## src/rtl/pulse_stretch_pkg.sv

```systemverilog
// Shared lane state encodings and hold-off sizing for the pulse stretcher.
// The lanes and the top level both import this package.

package pulse_stretch_pkg;

  typedef enum logic [1:0] {
    ST_IDLE    = 2'd0,
    ST_ACTIVE  = 2'd1,
    ST_HOLDOFF = 2'd2
  } lane_state_t;

  localparam int HOLD_BITS = 8;
  localparam int HOLD_MAX  = (1 << HOLD_BITS) - 1;

  // Hold-off counter reload value; a zero gap never enters the hold-off state.
  function automatic int hold_load(input int holdoff);
    return (holdoff > 0) ? holdoff - 1 : 0;
  endfunction

endpackage

```

## src/rtl/pulse_stretch_lane.sv

```systemverilog
// One stretcher lane: turns a qualified strobe into a pulse of a preloaded
// length, with optional retrigger and an optional low hold-off gap.

module pulse_stretch_lane
  import pulse_stretch_pkg::*;
#(
  parameter int WIDTH_BITS = 8,
  parameter int RETRIGGER  = 1,
  parameter int HOLDOFF    = 0
) (
  input  logic                  clk,
  input  logic                  rst,
  input  logic                  strobe,
  input  logic [WIDTH_BITS-1:0] load_cnt,
  output logic                  out,
  output logic                  drop,
  output logic                  idle
);

  localparam bit                 RETRIG_EN = (RETRIGGER != 0);
  localparam bit                 HOLD_EN   = (HOLDOFF > 0);
  localparam logic [HOLD_BITS-1:0] HOLD_LOAD = HOLD_BITS'(hold_load(HOLDOFF));

  lane_state_t           state_q, state_d;
  logic [WIDTH_BITS-1:0] cnt_q, cnt_d;
  logic [HOLD_BITS-1:0]  hcnt_q, hcnt_d;
  logic                  drop_q, drop_d;

  always_ff @(posedge clk or posedge rst) begin
    if (rst) begin
      state_q <= ST_IDLE;
      cnt_q   <= '0;
      hcnt_q  <= '0;
      drop_q  <= 1'b0;
    end else begin
      state_q <= state_d;
      cnt_q   <= cnt_d;
      hcnt_q  <= hcnt_d;
      drop_q  <= drop_d;
    end
  end

  // A strobe arriving in the last hold-off cycle is taken, so the lane can
  // restart immediately after the gap without a dead IDLE cycle.
  always_comb begin
    state_d = state_q;
    cnt_d   = cnt_q;
    hcnt_d  = hcnt_q;
    drop_d  = 1'b0;
    unique case (state_q)
      ST_IDLE: begin
        if (strobe) begin
          state_d = ST_ACTIVE;
          cnt_d   = load_cnt;
        end
      end
      ST_ACTIVE: begin
        if (strobe && RETRIG_EN) begin
          cnt_d = load_cnt;
        end else begin
          drop_d = strobe;
          if (cnt_q == '0) begin
            if (HOLD_EN) begin
              state_d = ST_HOLDOFF;
              hcnt_d  = HOLD_LOAD;
            end else begin
              state_d = ST_IDLE;
            end
          end else begin
            cnt_d = cnt_q - WIDTH_BITS'(1);
          end
        end
      end
      ST_HOLDOFF: begin
        if (hcnt_q == '0) begin
          if (strobe) begin
            state_d = ST_ACTIVE;
            cnt_d   = load_cnt;
          end else begin
            state_d = ST_IDLE;
          end
        end else begin
          hcnt_d = hcnt_q - HOLD_BITS'(1);
          drop_d = strobe;
        end
      end
      default: begin
        state_d = ST_IDLE;
      end
    endcase
  end

  assign out  = (state_q == ST_ACTIVE);
  assign drop = drop_q;
  // Next-state idle lets the top register busy in step with pulse_out.
  assign idle = (state_d == ST_IDLE);

endmodule

```

## src/rtl/pulse_stretch.sv

```systemverilog
// Multi-lane pulse stretcher: each lane rebuilds a pulse of the runtime
// width from a single-cycle strobe; busy reports any lane still working.

module pulse_stretch
  import pulse_stretch_pkg::*;
#(
  parameter int DATA_WIDTH = 8,
  parameter int WIDTH_BITS = 8,
  parameter int RETRIGGER  = 1,
  parameter int HOLDOFF    = 0
) (
  input  logic                  clk,
  input  logic                  rst,
  input  logic                  en,
  input  logic [WIDTH_BITS-1:0] width,
  input  logic [DATA_WIDTH-1:0] in,
  output logic [DATA_WIDTH-1:0] pulse_out,
  output logic [DATA_WIDTH-1:0] drop,
  output logic                  busy
);

  if (HOLDOFF < 0 || HOLDOFF > HOLD_MAX) begin : g_holdoff_check
    $fatal(1, "pulse_stretch: HOLDOFF must be in 0..255");
  end

  logic [WIDTH_BITS-1:0] weff;
  logic [WIDTH_BITS-1:0] load_cnt;
  logic [DATA_WIDTH-1:0] lane_idle;
  logic                  busy_q;

  // A zero width still produces a one-cycle pulse; lanes count down to zero.
  assign weff     = (width == '0) ? WIDTH_BITS'(1) : width;
  assign load_cnt = weff - WIDTH_BITS'(1);

  for (genvar i = 0; i < DATA_WIDTH; i++) begin : g_lane
    pulse_stretch_lane #(
      .WIDTH_BITS (WIDTH_BITS),
      .RETRIGGER  (RETRIGGER),
      .HOLDOFF    (HOLDOFF)
    ) u_lane (
      .clk      (clk),
      .rst      (rst),
      .strobe   (in[i] & en),
      .load_cnt (load_cnt),
      .out      (pulse_out[i]),
      .drop     (drop[i]),
      .idle     (lane_idle[i])
    );
  end

  always_ff @(posedge clk or posedge rst) begin
    if (rst) begin
      busy_q <= 1'b0;
    end else begin
      busy_q <= ~&lane_idle;
    end
  end

  assign busy = busy_q;

endmodule
```

## config.mk

```make
export PLATFORM = sky130hd
export DESIGN_NAME = pulse_stretch
export DESIGN_NICKNAME = d
export VERILOG_FILES = /design/src/rtl/pulse_stretch_pkg.sv /design/src/rtl/pulse_stretch_lane.sv /design/src/rtl/pulse_stretch.sv
export SDC_FILE = /design/constraint.sdc
export NUM_CORES = 1
export LEC_CHECK = 0
export CAP_MARGIN = 25
export CORE_MARGIN = 3
export CORE_UTILIZATION = 55
export DETAILED_ROUTE_END_ITERATION = 12
export PLACE_DENSITY_LB_ADDON = 0.2
export SKIP_CTS_REPAIR_TIMING = 1
export SLEW_MARGIN = 20
export SYNTH_ARGS = -nofsm -noshare
export SYNTH_HDL_FRONTEND = slang
export SYNTH_SLANG_ARGS = --single-unit
export TNS_END_PERCENT = 20
```

## constraint.sdc

```tcl
create_clock -name clk -period 8.7 [get_ports clk]
set_clock_uncertainty 0.05 [all_clocks]
set_input_delay 2.61 -clock clk [delete_from_list [all_inputs] [get_ports clk]]
set_output_delay 2.61 -clock clk [all_outputs]
set_load 0.03 [all_outputs]
```

==> results.toml <==
[status]
status = "complete, no violations"

[floorplan]
dieArea_um2 = 16200
initial_core_util = 0.572
die_h_um = 127
core_region_area_um2 = 14100
pin_count = 36
die_w_um = 127
rows = 43

[timing]
worstMarginPinSlew_ns = 1.02
slew_headroom = 0.320
max_freq_mhz = 165
setup_tns_ns = 0
setup_ws_ns = 2.63
fin_crit_sh = 0.697
drv_slew = 0
rsz0062_at_grt = "no"
final_hold_viol_count = 0
finalWorstPathRequiredPeriod_ns = 6.07
setup_viol = 0

[logic_synthesis]
ys_seq_area_frac = 0.473
synthCells = 859
ys.flop_type = "dfrtp_1"
synth_edf_count = 0
yosysUniqueCellTypes = 67
avgSynthCellArea_um2 = 9.42
synth_nets = 902
yosysWarnings = 0
ys_ff_latch = 153
async_flop_share = 1.00
syn_area_um2 = 8090

[finish]
fillers = 1112
nets = 919
fin_area_um2 = 9130
areaGrowthSynthToFinish_pct = 12.8
diodes = 0
multiInputGateArea_um2 = 3840
drive_gt1_frac = 0.0777
regArea_um2 = 3830

[global_route]
grt_util_met2 = 0.375
use_met1 = 0.314
grt_pass1_wl_mm = 30.5
grt.overflow.total = 0
grt_usage = 0.232
grt_pass1_vias = 6423
top_usage_layer = "met2"
antenna_found_initial = 0
grt_max_degree = 103
use_met3 = 0.0472

[clock_tree]
clkSinkCount = 153
cts-root-buf = "clkbuf_16"
clk_latency_ns = 0.43
h-tree-depth = 4
numCtsBuffers = 17
clk_pin_slew_ns = 0.06
clock_path_buffers = 2
cts_tree = "done"

[route]
wl_per_cell_um = 16.6
finalWirelength_mm = 17.7
vias = 6377
via_per_inst = 5.97
dr.first_iter.drc_count = 649
final_antenna_net_count = 0
first_pass_iters = 6
drc = 0

[hold_path]
hold_path_class = "reg2reg"
hold_path_startpoint = "g_lane[4].u_lane.hcnt_q[6]"

[worst_setup_path]
cp_slowest_cell = "xor2_1"
path_class = "in2reg"
crit_required_ns = 9.00
crit_arrival_ns = 6.36
path_cells = "clkdlybuf4s50_1, or2_2, nor4_1, a21oi_1, ha_1, or3b_2, nor3_1, xor2_1, o21ai_0, a22oi_1"
crit_path_end_kind = "flip-flop"
crit_path_max_fanout = 9
reg2reg_from = "g_lane[0].u_lane.cnt_q[0]"
crit_family = "compound AO/OA/AOI/OAI gates"
worst-path-buf-inv = 1
startpoint = "width[5]"
start_kind = "primary input"
slowest_delay_ns = 0.83

[placement]
dp_slack_ns = 2.20
placed_area_um2 = 8490
hpwlAfterDp_mm = 11.6
gp_congestion = 0.861
port_buffers = 35

[pwr]
ir_worst_vdd_v = 0.000166
finalPower_uw = 2320
p_leak_uw = 0.00411
power.density_nw_per_um2 = 254

[flow_run]
max_cap_violations = 0
==> sequential cells by signal, summed over array words and instances, names as in the netlist <==
name                   count
busy                       1
g_lane.u_lane.drop         8
g_lane.u_lane.hcnt_q      64
g_lane.u_lane.state_q     16
g_lane.u_lane.cnt_q       64
==> through the flow <==
| step | instances | hold WS [ns] | utilization |
|---|---|---|---|
| floorplan | 859 | 0.383 | - |
| global placement | 1036 | 0.395 | 0.600 |
| detailed placement | 1036 | 0.404 | 0.600 |
| CTS | 1067 | 0.414 | 0.644 |
| global route | 1068 | 0.426 | 0.645 |
| finish | 1068 | 0.415 | 0.645 |
==> cell usage in the layout (no fill, tap or decap), drive strengths merged, types with 8 or more instances in the layout <==
cell           instances
nor2b                 13
ha                    24
nor4                  17
a22oi                 10
or3                   20
or4b                   8
nand2                 79
xor2                  17
nor3                  34
or4                    8
xnor2                 43
o21ai                 66
o211ai                 9
nor2                  66
a21oi                 41
clkdlybuf4s50         35
a22o                   9
nand3                 36
dfrtp                153
a32o                   9
inv                   58
clkbuf                19
==> synthesized netlist by cell type (5+ instances only) <==
library cell	instances	area (um2)
a21oi_1	41	205
a22o_1	9	78.8
a22oi_1	10	75.1
a32o_1	9	90.1
and2_1	7	43.8
buf_2	6	30.0
buf_4	16	120
clkbuf_1	20	75.1
dfrtp_1	153	3830
ha_1	24	300
inv_1	56	210
mux2i_1	5	50.1
nand2_1	79	297
nand2b_1	7	43.8
nand3_1	36	180
nor2_1	66	248
nor2b_1	13	81.3
nor3_1	34	170
nor4_1	16	100
o211ai_1	9	67.6
o21ai_0	64	320
o22a_1	6	52.6
or2_2	5	31.3
or3_1	20	125
or3b_2	5	43.8
or4_1	8	60.1
or4b_2	5	50.1
xnor2_1	43	377
xor2_1	17	149
==> cells by family (layout without fill, tap and decap cells) <==
| group | count (synthesis) | in the layout | share of synthesized area |
|---|---|---|---|
| AND/OR/NAND/NOR | 323 | 323 | 0.204 |
| multiplexers | 7 | 7 | 0.00897 |
| buffers and inverters | 100 | 129 | 0.0547 |
| flip-flops | 153 | 153 | 0.473 |
| XOR/XNOR | 60 | 60 | 0.0649 |
| AO/OA/AOI/OAI | 192 | 192 | 0.157 |
| adder cells (fa/ha/maj) | 24 | 24 | 0.0371 |
==> power by group <==
group	leakage, uW	total, uW	internal (uW)	switching (uW)
clock network	0.000305	782	492	290
registers	0.00195	996	852	144
logic	0.00186	542	232	310
total	0.00411	2320	1580	744
==> routing by layer <==
layer | share of wire | wire, um | vias to the layer above
li1 | - | - | 3065
met1 | 0.46 | 8080 | 3123
met2 | 0.48 | 8500 | 164
met3 | 0.047 | 839 | 25
met4 | 0.017 | 294 | 0
met5 | 0 | 0 | -
==> layout make-up <==
class / count / share of cell area
Multi-Input combinational cell: 606 / 0.420
Inverter: 57 / 0.0240
Clock inverter: 12 / 0.0189
Timing Repair Buffer: 41 / 0.0433
Tap cell: 180 / 0.0247
Clock buffer: 19 / 0.0496
Sequential cell: 153 / 0.419
==> path summary, 6_finish.rpt <==
check / end / slack, ns / cells past startpoint
max in group asynchronous: g_lane[6].u_lane.cnt_q[2] / 4.69 / 3
worst max register to register: busy / 5.44 / 8
min in group asynchronous: g_lane[0].u_lane.cnt_q[4] / 2.71 / 2
worst max-delay path: g_lane[2].u_lane.cnt_q[6] / 2.63 / 10
worst min register to register: g_lane[4].u_lane.hcnt_q[6] / 0.42 / 1
worst min-delay path: g_lane[4].u_lane.hcnt_q[6] / 0.42 / 1
Power figures use the tool's default switching activity.
